==> src/rtl/spi_frame_rx_pkg.sv <==
// ----------------------------------------------------------------------------
// pong_pkg
// Shared types for the SPI frame receiver: byte and frame containers, the
// default frame length, and the receiver FSM state encoding.
// No ports (package).
// ----------------------------------------------------------------------------
package pong_pkg;

  localparam int NUM_BYTES_DEFAULT = 10;

  typedef logic [7:0] byte_t;

  typedef byte_t frame_t [0:NUM_BYTES_DEFAULT-1];

  typedef enum logic [1:0] {
    IDLE    = 2'd0,
    SHIFT   = 2'd1,
    OVERRUN = 2'd2
  } spi_rx_state_t;

endpackage

==> src/rtl/spi_frame_rx_if.sv <==
// ----------------------------------------------------------------------------
// spi_frame_rx_if
// Bundles the SPI pins coming from the external master together with the
// frame outputs handed to the system side.
//   spi_sclk_i / spi_cs_n_i / spi_mosi_i : SPI mode-0 pins (master -> rx)
//   data_out[NUM_BYTES]                  : last good frame, byte 0 first
//   data_ready                           : one-cycle "data_out updated"
//   frame_err_o                          : one-cycle "frame discarded"
//   frame_cnt_o                          : good-frame counter (wraps)
// Modports: master drives the pins and observes outputs; slave is the rx.
// ----------------------------------------------------------------------------
interface spi_frame_rx_if #(
  parameter int NUM_BYTES = pong_pkg::NUM_BYTES_DEFAULT
);
  import pong_pkg::*;

  logic       spi_sclk_i;
  logic       spi_cs_n_i;
  logic       spi_mosi_i;
  byte_t      data_out [NUM_BYTES];
  logic       data_ready;
  logic       frame_err_o;
  logic [7:0] frame_cnt_o;

  modport master (
    output spi_sclk_i, spi_cs_n_i, spi_mosi_i,
    input  data_out, data_ready, frame_err_o, frame_cnt_o
  );

  modport slave (
    input  spi_sclk_i, spi_cs_n_i, spi_mosi_i,
    output data_out, data_ready, frame_err_o, frame_cnt_o
  );

endinterface

==> src/rtl/spi_frame_rx_sync_ff.sv <==
// ----------------------------------------------------------------------------
// sync_ff
// Multi-flop synchronizer bringing one asynchronous bit into the system
// clock domain. Reset loads RST_VAL so the line starts at its idle level.
//   i_clk : system clock
//   i_rst : asynchronous active-high reset
//   i_d   : asynchronous input
//   o_q   : synchronized output (STAGES cycles of latency)
// ----------------------------------------------------------------------------
module sync_ff #(
  parameter int   STAGES  = 2,
  parameter logic RST_VAL = 1'b0
) (
  input  logic i_clk,
  input  logic i_rst,
  input  logic i_d,
  output logic o_q
);

  logic [STAGES-1:0] r_chain;

  // Plain shift chain: stage 0 samples the pin, the last stage is the only
  // one the rest of the design may look at.
  always_ff @(posedge i_clk or posedge i_rst) begin
    if (i_rst) begin
      r_chain <= {STAGES{RST_VAL}};
    end else begin
      r_chain[0] <= i_d;
      for (int i = 1; i < STAGES; i++) begin
        r_chain[i] <= r_chain[i-1];
      end
    end
  end

  assign o_q = r_chain[STAGES-1];

endmodule

==> src/rtl/spi_frame_rx.sv <==
// ----------------------------------------------------------------------------
// spi_frame_rx
// Oversampling SPI mode-0 slave receiver. SCLK, CS_n and MOSI are
// synchronized into sys_clk, edges are turned into strobes, and an FSM
// assembles MSB-first bytes into a staging buffer. A frame is published to
// data_out only if exactly NUM_BYTES whole bytes arrived inside one CS low
// period; any other frame is discarded with a frame_err_o pulse.
//   sys_clk_i : system clock (>= 4x SCLK)
//   sys_rst_i : asynchronous active-high reset
//   bus       : spi_frame_rx_if.slave (SPI pins in, frame outputs out)
// ----------------------------------------------------------------------------
module spi_frame_rx
  import pong_pkg::*;
#(
  parameter int NUM_BYTES   = NUM_BYTES_DEFAULT,
  parameter int SYNC_STAGES = 2
) (
  input  logic           sys_clk_i,
  input  logic           sys_rst_i,
  spi_frame_rx_if.slave  bus
);

  localparam int            CW   = $clog2(NUM_BYTES + 1);
  localparam logic [CW-1:0] FULL = CW'(NUM_BYTES);

  logic w_sclkSync, w_csSync, w_mosiSync;
  logic r_sclkPrev, r_csPrev;
  logic w_sclkRise, w_csFall, w_csRise;

  spi_rx_state_t r_state, w_nextState;
  logic          w_clearCnt, w_shiftEn, w_storeByte, w_commit, w_frameErr;

  logic [2:0]    r_bitCnt;
  logic [CW-1:0] r_byteCnt;
  logic [7:0]    r_shiftReg;
  logic [7:0]    w_newByte;
  byte_t         r_staging [NUM_BYTES];
  byte_t         r_dataOut [NUM_BYTES];
  logic          r_dataReady, r_frameErr;
  logic [7:0]    r_frameCnt;

  sync_ff #(.STAGES(SYNC_STAGES), .RST_VAL(1'b0)) u_syncSclk (
    .i_clk(sys_clk_i), .i_rst(sys_rst_i), .i_d(bus.spi_sclk_i), .o_q(w_sclkSync)
  );
  sync_ff #(.STAGES(SYNC_STAGES), .RST_VAL(1'b1)) u_syncCs (
    .i_clk(sys_clk_i), .i_rst(sys_rst_i), .i_d(bus.spi_cs_n_i), .o_q(w_csSync)
  );
  sync_ff #(.STAGES(SYNC_STAGES), .RST_VAL(1'b0)) u_syncMosi (
    .i_clk(sys_clk_i), .i_rst(sys_rst_i), .i_d(bus.spi_mosi_i), .o_q(w_mosiSync)
  );

  // One extra flop per line remembers last cycle's synchronized level so
  // that edges become single-cycle strobes. Idle levels on reset keep a
  // spurious edge from appearing as reset is released with the bus idle.
  always_ff @(posedge sys_clk_i or posedge sys_rst_i) begin
    if (sys_rst_i) begin
      r_sclkPrev <= 1'b0;
      r_csPrev   <= 1'b1;
    end else begin
      r_sclkPrev <= w_sclkSync;
      r_csPrev   <= w_csSync;
    end
  end

  assign w_sclkRise = w_sclkSync & ~r_sclkPrev;
  assign w_csFall   = ~w_csSync & r_csPrev;
  assign w_csRise   = w_csSync & ~r_csPrev;
  assign w_newByte  = {r_shiftReg[6:0], w_mosiSync};

  // FSM state register.
  always_ff @(posedge sys_clk_i or posedge sys_rst_i) begin
    if (sys_rst_i) begin
      r_state <= IDLE;
    end else begin
      r_state <= w_nextState;
    end
  end

  // Next-state and datapath strobes. cs_rise is tested before sclk_rise so
  // an SCLK edge landing in the same cycle as the end of frame is dropped.
  always_comb begin
    w_nextState = r_state;
    w_clearCnt  = 1'b0;
    w_shiftEn   = 1'b0;
    w_storeByte = 1'b0;
    w_commit    = 1'b0;
    w_frameErr  = 1'b0;
    unique case (r_state)
      IDLE: begin
        if (w_csFall) begin
          w_clearCnt  = 1'b1;
          w_nextState = SHIFT;
        end
      end
      SHIFT: begin
        if (w_csRise) begin
          if (r_byteCnt == FULL && r_bitCnt == 3'd0) begin
            w_commit = 1'b1;
          end else begin
            w_frameErr = 1'b1;
          end
          w_nextState = IDLE;
        end else if (w_sclkRise) begin
          w_shiftEn = 1'b1;
          if (r_bitCnt == 3'd7) begin
            if (r_byteCnt == FULL) begin
              w_frameErr  = 1'b1;
              w_nextState = OVERRUN;
            end else begin
              w_storeByte = 1'b1;
            end
          end
        end
      end
      OVERRUN: begin
        if (w_csRise) begin
          w_nextState = IDLE;
        end
      end
      default: w_nextState = IDLE;
    endcase
  end

  // Datapath: bit/byte counters, shifter, staging buffer and the published
  // frame. data_out is only copied from staging on a commit, so a bad
  // frame can scribble into staging without ever becoming visible.
  always_ff @(posedge sys_clk_i or posedge sys_rst_i) begin
    if (sys_rst_i) begin
      r_bitCnt    <= 3'd0;
      r_byteCnt   <= '0;
      r_shiftReg  <= 8'h00;
      r_dataReady <= 1'b0;
      r_frameErr  <= 1'b0;
      r_frameCnt  <= 8'h00;
      for (int i = 0; i < NUM_BYTES; i++) begin
        r_staging[i] <= 8'h00;
        r_dataOut[i] <= 8'h00;
      end
    end else begin
      r_dataReady <= w_commit;
      r_frameErr  <= w_frameErr;
      if (w_clearCnt) begin
        r_bitCnt  <= 3'd0;
        r_byteCnt <= '0;
      end else if (w_shiftEn) begin
        r_shiftReg <= w_newByte;
        r_bitCnt   <= r_bitCnt + 3'd1;
      end
      if (w_storeByte) begin
        r_staging[r_byteCnt] <= w_newByte;
        r_byteCnt            <= r_byteCnt + CW'(1);
      end
      if (w_commit) begin
        r_dataOut  <= r_staging;
        r_frameCnt <= r_frameCnt + 8'd1;
      end
    end
  end

  assign bus.data_out    = r_dataOut;
  assign bus.data_ready  = r_dataReady;
  assign bus.frame_err_o = r_frameErr;
  assign bus.frame_cnt_o = r_frameCnt;

endmodule

==> src/flat_wrapper.sv <==
// flat-port wrapper written by rule: the top's interface ports become plain ports
module spi_frame_rx_flat import pong_pkg::*;
#(
  parameter int NUM_BYTES   = NUM_BYTES_DEFAULT,
  parameter int SYNC_STAGES = 2
)
  (sys_clk_i, sys_rst_i, bus_spi_sclk_i, bus_spi_cs_n_i, bus_spi_mosi_i, bus_data_out, bus_data_ready, bus_frame_err_o, bus_frame_cnt_o);
  spi_frame_rx_if #(.NUM_BYTES(NUM_BYTES)) bus_i ();
  input  logic sys_clk_i;
  input  logic sys_rst_i;
  input wire logic [$bits(bus_i.spi_sclk_i)-1:0] bus_spi_sclk_i;
  input wire logic [$bits(bus_i.spi_cs_n_i)-1:0] bus_spi_cs_n_i;
  input wire logic [$bits(bus_i.spi_mosi_i)-1:0] bus_spi_mosi_i;
  output wire logic [$bits(bus_i.data_out)-1:0] bus_data_out;
  output wire logic [$bits(bus_i.data_ready)-1:0] bus_data_ready;
  output wire logic [$bits(bus_i.frame_err_o)-1:0] bus_frame_err_o;
  output wire logic [$bits(bus_i.frame_cnt_o)-1:0] bus_frame_cnt_o;
  assign bus_i.spi_sclk_i = bus_spi_sclk_i;
  assign bus_i.spi_cs_n_i = bus_spi_cs_n_i;
  assign bus_i.spi_mosi_i = bus_spi_mosi_i;
  assign bus_data_out = {>>{bus_i.data_out}};
  assign bus_data_ready = bus_i.data_ready;
  assign bus_frame_err_o = bus_i.frame_err_o;
  assign bus_frame_cnt_o = bus_i.frame_cnt_o;
  spi_frame_rx #(.NUM_BYTES(NUM_BYTES), .SYNC_STAGES(SYNC_STAGES)) u_core (.sys_clk_i(sys_clk_i), .sys_rst_i(sys_rst_i), .bus(bus_i));
endmodule
==> config.mk <==
export PLATFORM = sky130hd
export DESIGN_NAME = spi_frame_rx_flat
export DESIGN_NICKNAME = d
export VERILOG_FILES = /design/src/rtl/spi_frame_rx_pkg.sv /design/src/rtl/spi_frame_rx_if.sv /design/src/rtl/spi_frame_rx_sync_ff.sv /design/src/rtl/spi_frame_rx.sv /design/src/flat_wrapper.sv
export SDC_FILE = /design/constraint.sdc
export NUM_CORES = 1
export LEC_CHECK = 0
export ABC_AREA = 1
export BUFFER_PORTS_ARGS = -buffer_cell sky130_fd_sc_hd__clkbuf_2
export CAP_MARGIN = 15
export CORE_MARGIN = 10
export CORE_UTILIZATION = 49
export DETAILED_ROUTE_END_ITERATION = 7
export PLACE_DENSITY_LB_ADDON = 0.12
export RECOVER_POWER = 25
export SYNTH_ARGS = -nofsm -noshare
export SYNTH_HDL_FRONTEND = slang
export SYNTH_SLANG_ARGS = --single-unit
export TNS_END_PERCENT = 30
==> constraint.sdc <==
create_clock -name sys_clk_i -period 20.2 [get_ports sys_clk_i]
set_input_delay 4.04 -clock sys_clk_i [delete_from_list [all_inputs] [get_ports sys_clk_i]]
set_output_delay 4.04 -clock sys_clk_i [all_outputs]
set_load 0.02 [all_outputs]
After elaboration in Yosys (flattened, before gate mapping)

Index checks and enable logic that the tools add are counted.

Reduce and logical (&&, ||, !) cells: 8
Add/sub/neg operators: 3
Muxes and demuxes: 33
Eq/ne operators: 9
Order comparisons: 2
Bitwise operators: 8

Operators with widths:

| kind                | number |
|---|---|
| $bwmux 80           | 1 |
| $demux 8 s4         | 1 |
| $mux 1              | 19 |
| $mux 2              | 6 |
| $ne 3x1->1 const B  | 3 |
| $add 8x1->8 const B | 1 |
| $mux 4              | 2 |
| $mux 8              | 1 |
| $mux 3              | 2 |
| $pmux 2 s3          | 1 |
| $ge 5x5->1 const B  | 1 |
| $lt 5x1->1 const B  | 1 |
| $not 4->5           | 1 |
| $reduce_and 5->1    | 1 |
| $add 4x1->4 const B | 1 |
| $eq 4x4->1 const B  | 1 |
| $ne 2x1->1 const B  | 2 |
| $not 1->1           | 4 |
| $reduce_bool 2->1   | 2 |
| $add 3x1->3 const B | 1 |
| $and 1x1->1         | 3 |
| $eq 3x3->1 const B  | 1 |
| $logic_not 3->1     | 1 |
| $eq 2x1->1 const B  | 1 |
| other kinds (4)     | 5 |

Output and inout bits: 90
Input port bits: 5
Flip-flop bits (word level): 194
Logic and storage cells: 95

Logic depth before layout (Yosys ltp)

Depth in word-level cells: 7
Mapped depth: 10
Depth with buffers taken out: 8

Hierarchy

Synthesis repeated with hierarchy kept, for this count alone.

Cell total of the unflattened synthesis: 894
Area, all modules: 7,972.6 µm²

Modules (own cells, without submodules):

| module                          | sequential area each (µm²) | instances | area an instance (µm²) | cells each |
|---|---|---|---|---|
| spi_frame_rx                    | 4,705.8                    | 1         | 7,808.7                | 885 |
| sync_ff (u_core.u_syncMosi ...) | 50.0                       | 2         | 53.8                   | 3 |
| sync_ff (u_core.u_syncCs)       | 52.6                       | 1         | 56.3                   | 3 |

Worst setup path after synthesis

No wires, ideal clock.

Kind: reg2out
Start point: register u_core.r_frameCnt[2], in the netlist u_core.bus.frame_cnt_o[2]
End point: output port bus_frame_cnt_o[2]
Path buffers: 0
Arrival: 0.479 ns
Cell stages (with the launch flop): 1
Setup slack: 15.681 ns
Data required time: 16.160 ns
Cells stage by stage: dfrtp_1

RTL lines:

| item                   | line                | text |
|---|---|---|
| start, declared        | spi_frame_rx.sv:40  | `logic [7:0] r_frameCnt;` |
| start signal, assigned | spi_frame_rx.sv:155 | `r_frameCnt <= r_frameCnt + 8'd1;` |
| end, declared          | flat_wrapper.sv:17  | `output wire logic [$bits(bus_i.frame_cnt_o)-1:0] bus_frame_cnt_o;` |

No word-level cell between the ends.

Worst setup path in the final report

Start point: register u_core.r_frameCnt[4], in the netlist u_core.bus.frame_cnt_o[4]
End point: output port bus_frame_cnt_o[4]

No word-level cell between the ends.

==> results.py <==
metrics = {
    "global_routing": {
        "first_global_vias": 5815,
        "antenna_found_initial": 0,
        "grt_max_degree": 146,
        "grt_overflow": 0,
        "grt_pass1_wl_microns": 30100,
        "grt.total_usage_pct": 17.0,
    },
    "timing": {
        "layout_min_cycle_time_ps": 5100,
        "period_share_pct": 25.3,
        "hold_violations": 0,
        "layout_setup_ws_ps": 15100,
        "fmax_mhz": 196,
        "setup_viol_count_final": 0,
        "worst_pin_slew_ps": 3790,
        "fin_worst_skew_ps": 7.56,
        "slew_viol_final": 140,
        "rsz0062_at_grt": "false",
        "relSlewSlack_pct": -153,
        "tns_ps": 0,
    },
    "critical_path": {
        "timing.rr.start": "u_core.r_byteCnt[0]",
        "crit_family": "flip-flops",
        "path_class": "register to primary output",
        "path_max_fanout": 5,
        "reg2regPathDepth": 8,
        "path_buf_inv": 1,
        "cp.arrival_ps": 1060,
        "r2r_end": "u_core.bus.data_out[36]",
        "ff2ff_setup_slack_ps": 15990,
        "crit_path_end_kind": "primary output",
        "crit_slowest_cell": "dfrtp_1",
        "max_stage_delay_ps": 420,
        "worstPathRequired_ps": 16160,
        "start_kind": "register",
        "path_cells": "clkbuf_2",
    },
    "detailed_routing": {
        "wl_per_cell_microns": 15.1,
        "vias_per_cell": 5.02,
        "drcViolationCount": 0,
        "vias": 5893,
        "drt-pass1-iter-count": 4,
        "drtIter0Drc": 529,
        "postRouteAntennaNets": 0,
        "wl_microns": 17800,
    },
    "status": {
        "status": "finished with violations",
        "violations": "capacitance limit, slew limit",
    },
    "clocking": {
        "root_buffer": "clkbuf_16",
        "cts_sinks": 194,
        "max-clock-path-buffers": 2,
        "htree_levels": 4,
        "cts_tree": "yes",
        "clk_latency_ps": 440,
        "ctsResizeCount": 0,
        "cts_made_buffers": 17,
        "clkTransAtPathRegs_ps": 70,
        "ctsHoldBuffers": 0,
        "cts_setup_buffers": 0,
    },
    "flow_run": {
        "drv_cap": 2,
    },
    "yosys": {
        "synth_area_leader_cell": "dfrtp_1",
        "synth-main-ff-cell": "dfrtp_1",
        "synth-edff-count": 0,
        "yosysWarnings": 0,
        "synth.area.top_cells": "dfrtp_1, nand2_1, nand4_1, o21ai_0, inv_1",
        "yosysUniqueCellTypes": 24,
        "netlist_top_cells_count": "nand2_1, dfrtp_1, nand4_1",
        "syn_inst": 873,
        "avgSynthCellArea_sq_um": 9.08,
        "synth_nets": 886,
        "yosysMostFrequentCell": "nand2_1",
        "synth_top_cell_area_share_pct": 60.3,
        "ys_seq_area_share_pct": 61.3,
        "synth-async-reset-ratio_pct": 100,
        "ys_ff_latch": 194,
        "synthesis.area_sq_um": 7920,
    },
    "min_path": {
        "whs_path_depth": 0,
        "holdPathEnd": "u_core.u_syncSclk.r_chain[1]",
        "hold_path.class": "register to register",
        "hold_start": "u_core.u_syncSclk.r_chain[0]",
    },
    "floorplan": {
        "chipHeight_microns": 147,
        "core_sq_um": 15900,
        "io_pins": 95,
        "num_rows": 46,
        "die_area_sq_um": 21700,
        "start_util_pct": 49.9,
        "die_w_microns": 147,
    },
    "placement": {
        "dp_slack_ps": 14590,
        "io_buffer_count": 94,
        "place_congestion": 0.842,
        "placed_cells": 1143,
        "hpwl_microns": 11100,
    },
    "power": {
        "p_leak_uw": 0.00504,
        "p_per_area_nw_per_um2": 89.0,
        "ir_worst_vdd_v": 0.0000643,
    },
    "final_layout": {
        "diodes": 0,
        "final_nets": 959,
        "fillers": 1475,
        "layout-drive-gt1-share_pct": 15.0,
        "final_cells": 1175,
        "syn_to_final_growth_pct": 13.8,
    },
}
[per-layer routing]
| metal | global-route usage, % | routed length (microns) | share of wire, % | vias to the layer above |
|---|---|---|---|---|
| met5 | 0 | 0 | 0 | - |
| met4 | 6.29 | 335 | 1.9 | 0 |
| li1 | - | - | - | 2930 |
| met3 | 4.45 | 864 | 4.9 | 22 |
| met2 | 26.3 | 8160 | 46 | 130 |
| met1 | 22.7 | 8430 | 47 | 2811 |
[stage by stage]
| step | utilization (%) | hold WS (ps) | cell area (sq um) | total power, uW |
|---|---|---|---|---|
| global placement | 53.0 | 332 | 8410 | 454 |
| detailed placement | 53.0 | 335 | 8410 | 454 |
| floorplan | - | 331 | 7920 | 436 |
| CTS | 56.9 | 351 | 9030 | 809 |
| global route | 56.8 | 369 | 9020 | 832 |
| finish | 56.8 | 350 | 9020 | 803 |
[layout make-up]
type	instances	area [sq um]	share of cell area (%)
sequential	194	4860	53.9
timing repair buffer	99	500	5.55
inverter	31	124	1.37
tap	216	270	3.00
clock inverter	12	183	2.03
multi-input combinational	603	2650	29.3
clock buffer	20	437	4.84
[cells in the final DEF (no fill, tap or decap), types with 3 or more instances in the layout]
cell / instances
o21ai_0: 32
nand4_1: 65
clkinvlp_4: 3
inv_1: 27
clkbuf_16: 17
clkbuf_1: 5
nor2_1: 13
ha_1: 8
nand2_1: 446
buf_4: 3
clkbuf_2: 94
bufinv_16: 4
nand3_1: 19
inv_2: 3
nor2_2: 8
dfrtp_1: 191
xnor2_1: 3
xor2_1: 3
[how the worst max path moves through the flow]
stage,from,end,slack (ps),cells after the start
3_5_place_dp,sys_rst_i,u_core.bus.data_out[21],14590,3
5_1_grt,sys_rst_i,u_core.r_staging[10],14850,3
4_1_cts,sys_rst_i,u_core.r_state[1],15050,3
3_3_place_gp,sys_rst_i,u_core.bus.data_out[19],14580,3
6_report,u_core.bus.frame_cnt_o[4],bus_frame_cnt_o[4],15100,1
2_1_floorplan,sys_rst_i,u_core.bus.data_out[0],10880,1
[cells by family after synthesis]
kind of cell | count (synthesis) | share of synthesized area, %
AND/OR/NAND/NOR | 556 | 29.3
flip-flops | 194 | 61.3
buffers and inverters | 76 | 5.35
AO/OA/AOI/OAI | 33 | 2.08
adder cells (fa/ha/maj) | 8 | 1.26
XOR/XNOR | 6 | 0.663
[report_power, final]
part / internal [uW] / switching [uW] / leakage, uW
Combinational: 6.23 / 19.1 / 0.00207
Clock: 208 / 148 / 0.000291
Sequential: 395 / 26.1 / 0.00268
[state kept, by name, indices dropped and copies added (netlist names)]
| name | flops |
|---|---|
| u_core.bus.data_out | 80 |
| u_core.bus.data_ready | 1 |
| u_core.bus.frame_cnt_o | 8 |
| u_core.bus.frame_err_o | 1 |
| u_core.r_bitCnt | 3 |
| u_core.r_byteCnt | 4 |
| u_core.r_csPrev | 1 |
| u_core.r_sclkPrev | 1 |
| u_core.r_shiftReg | 7 |
| u_core.r_staging | 80 |
| u_core.r_state | 2 |
| u_core.u_syncCs.r_chain | 2 |
| u_core.u_syncMosi.r_chain | 2 |
| u_core.u_syncSclk.r_chain | 2 |
Power figures use the tool's default switching activity.
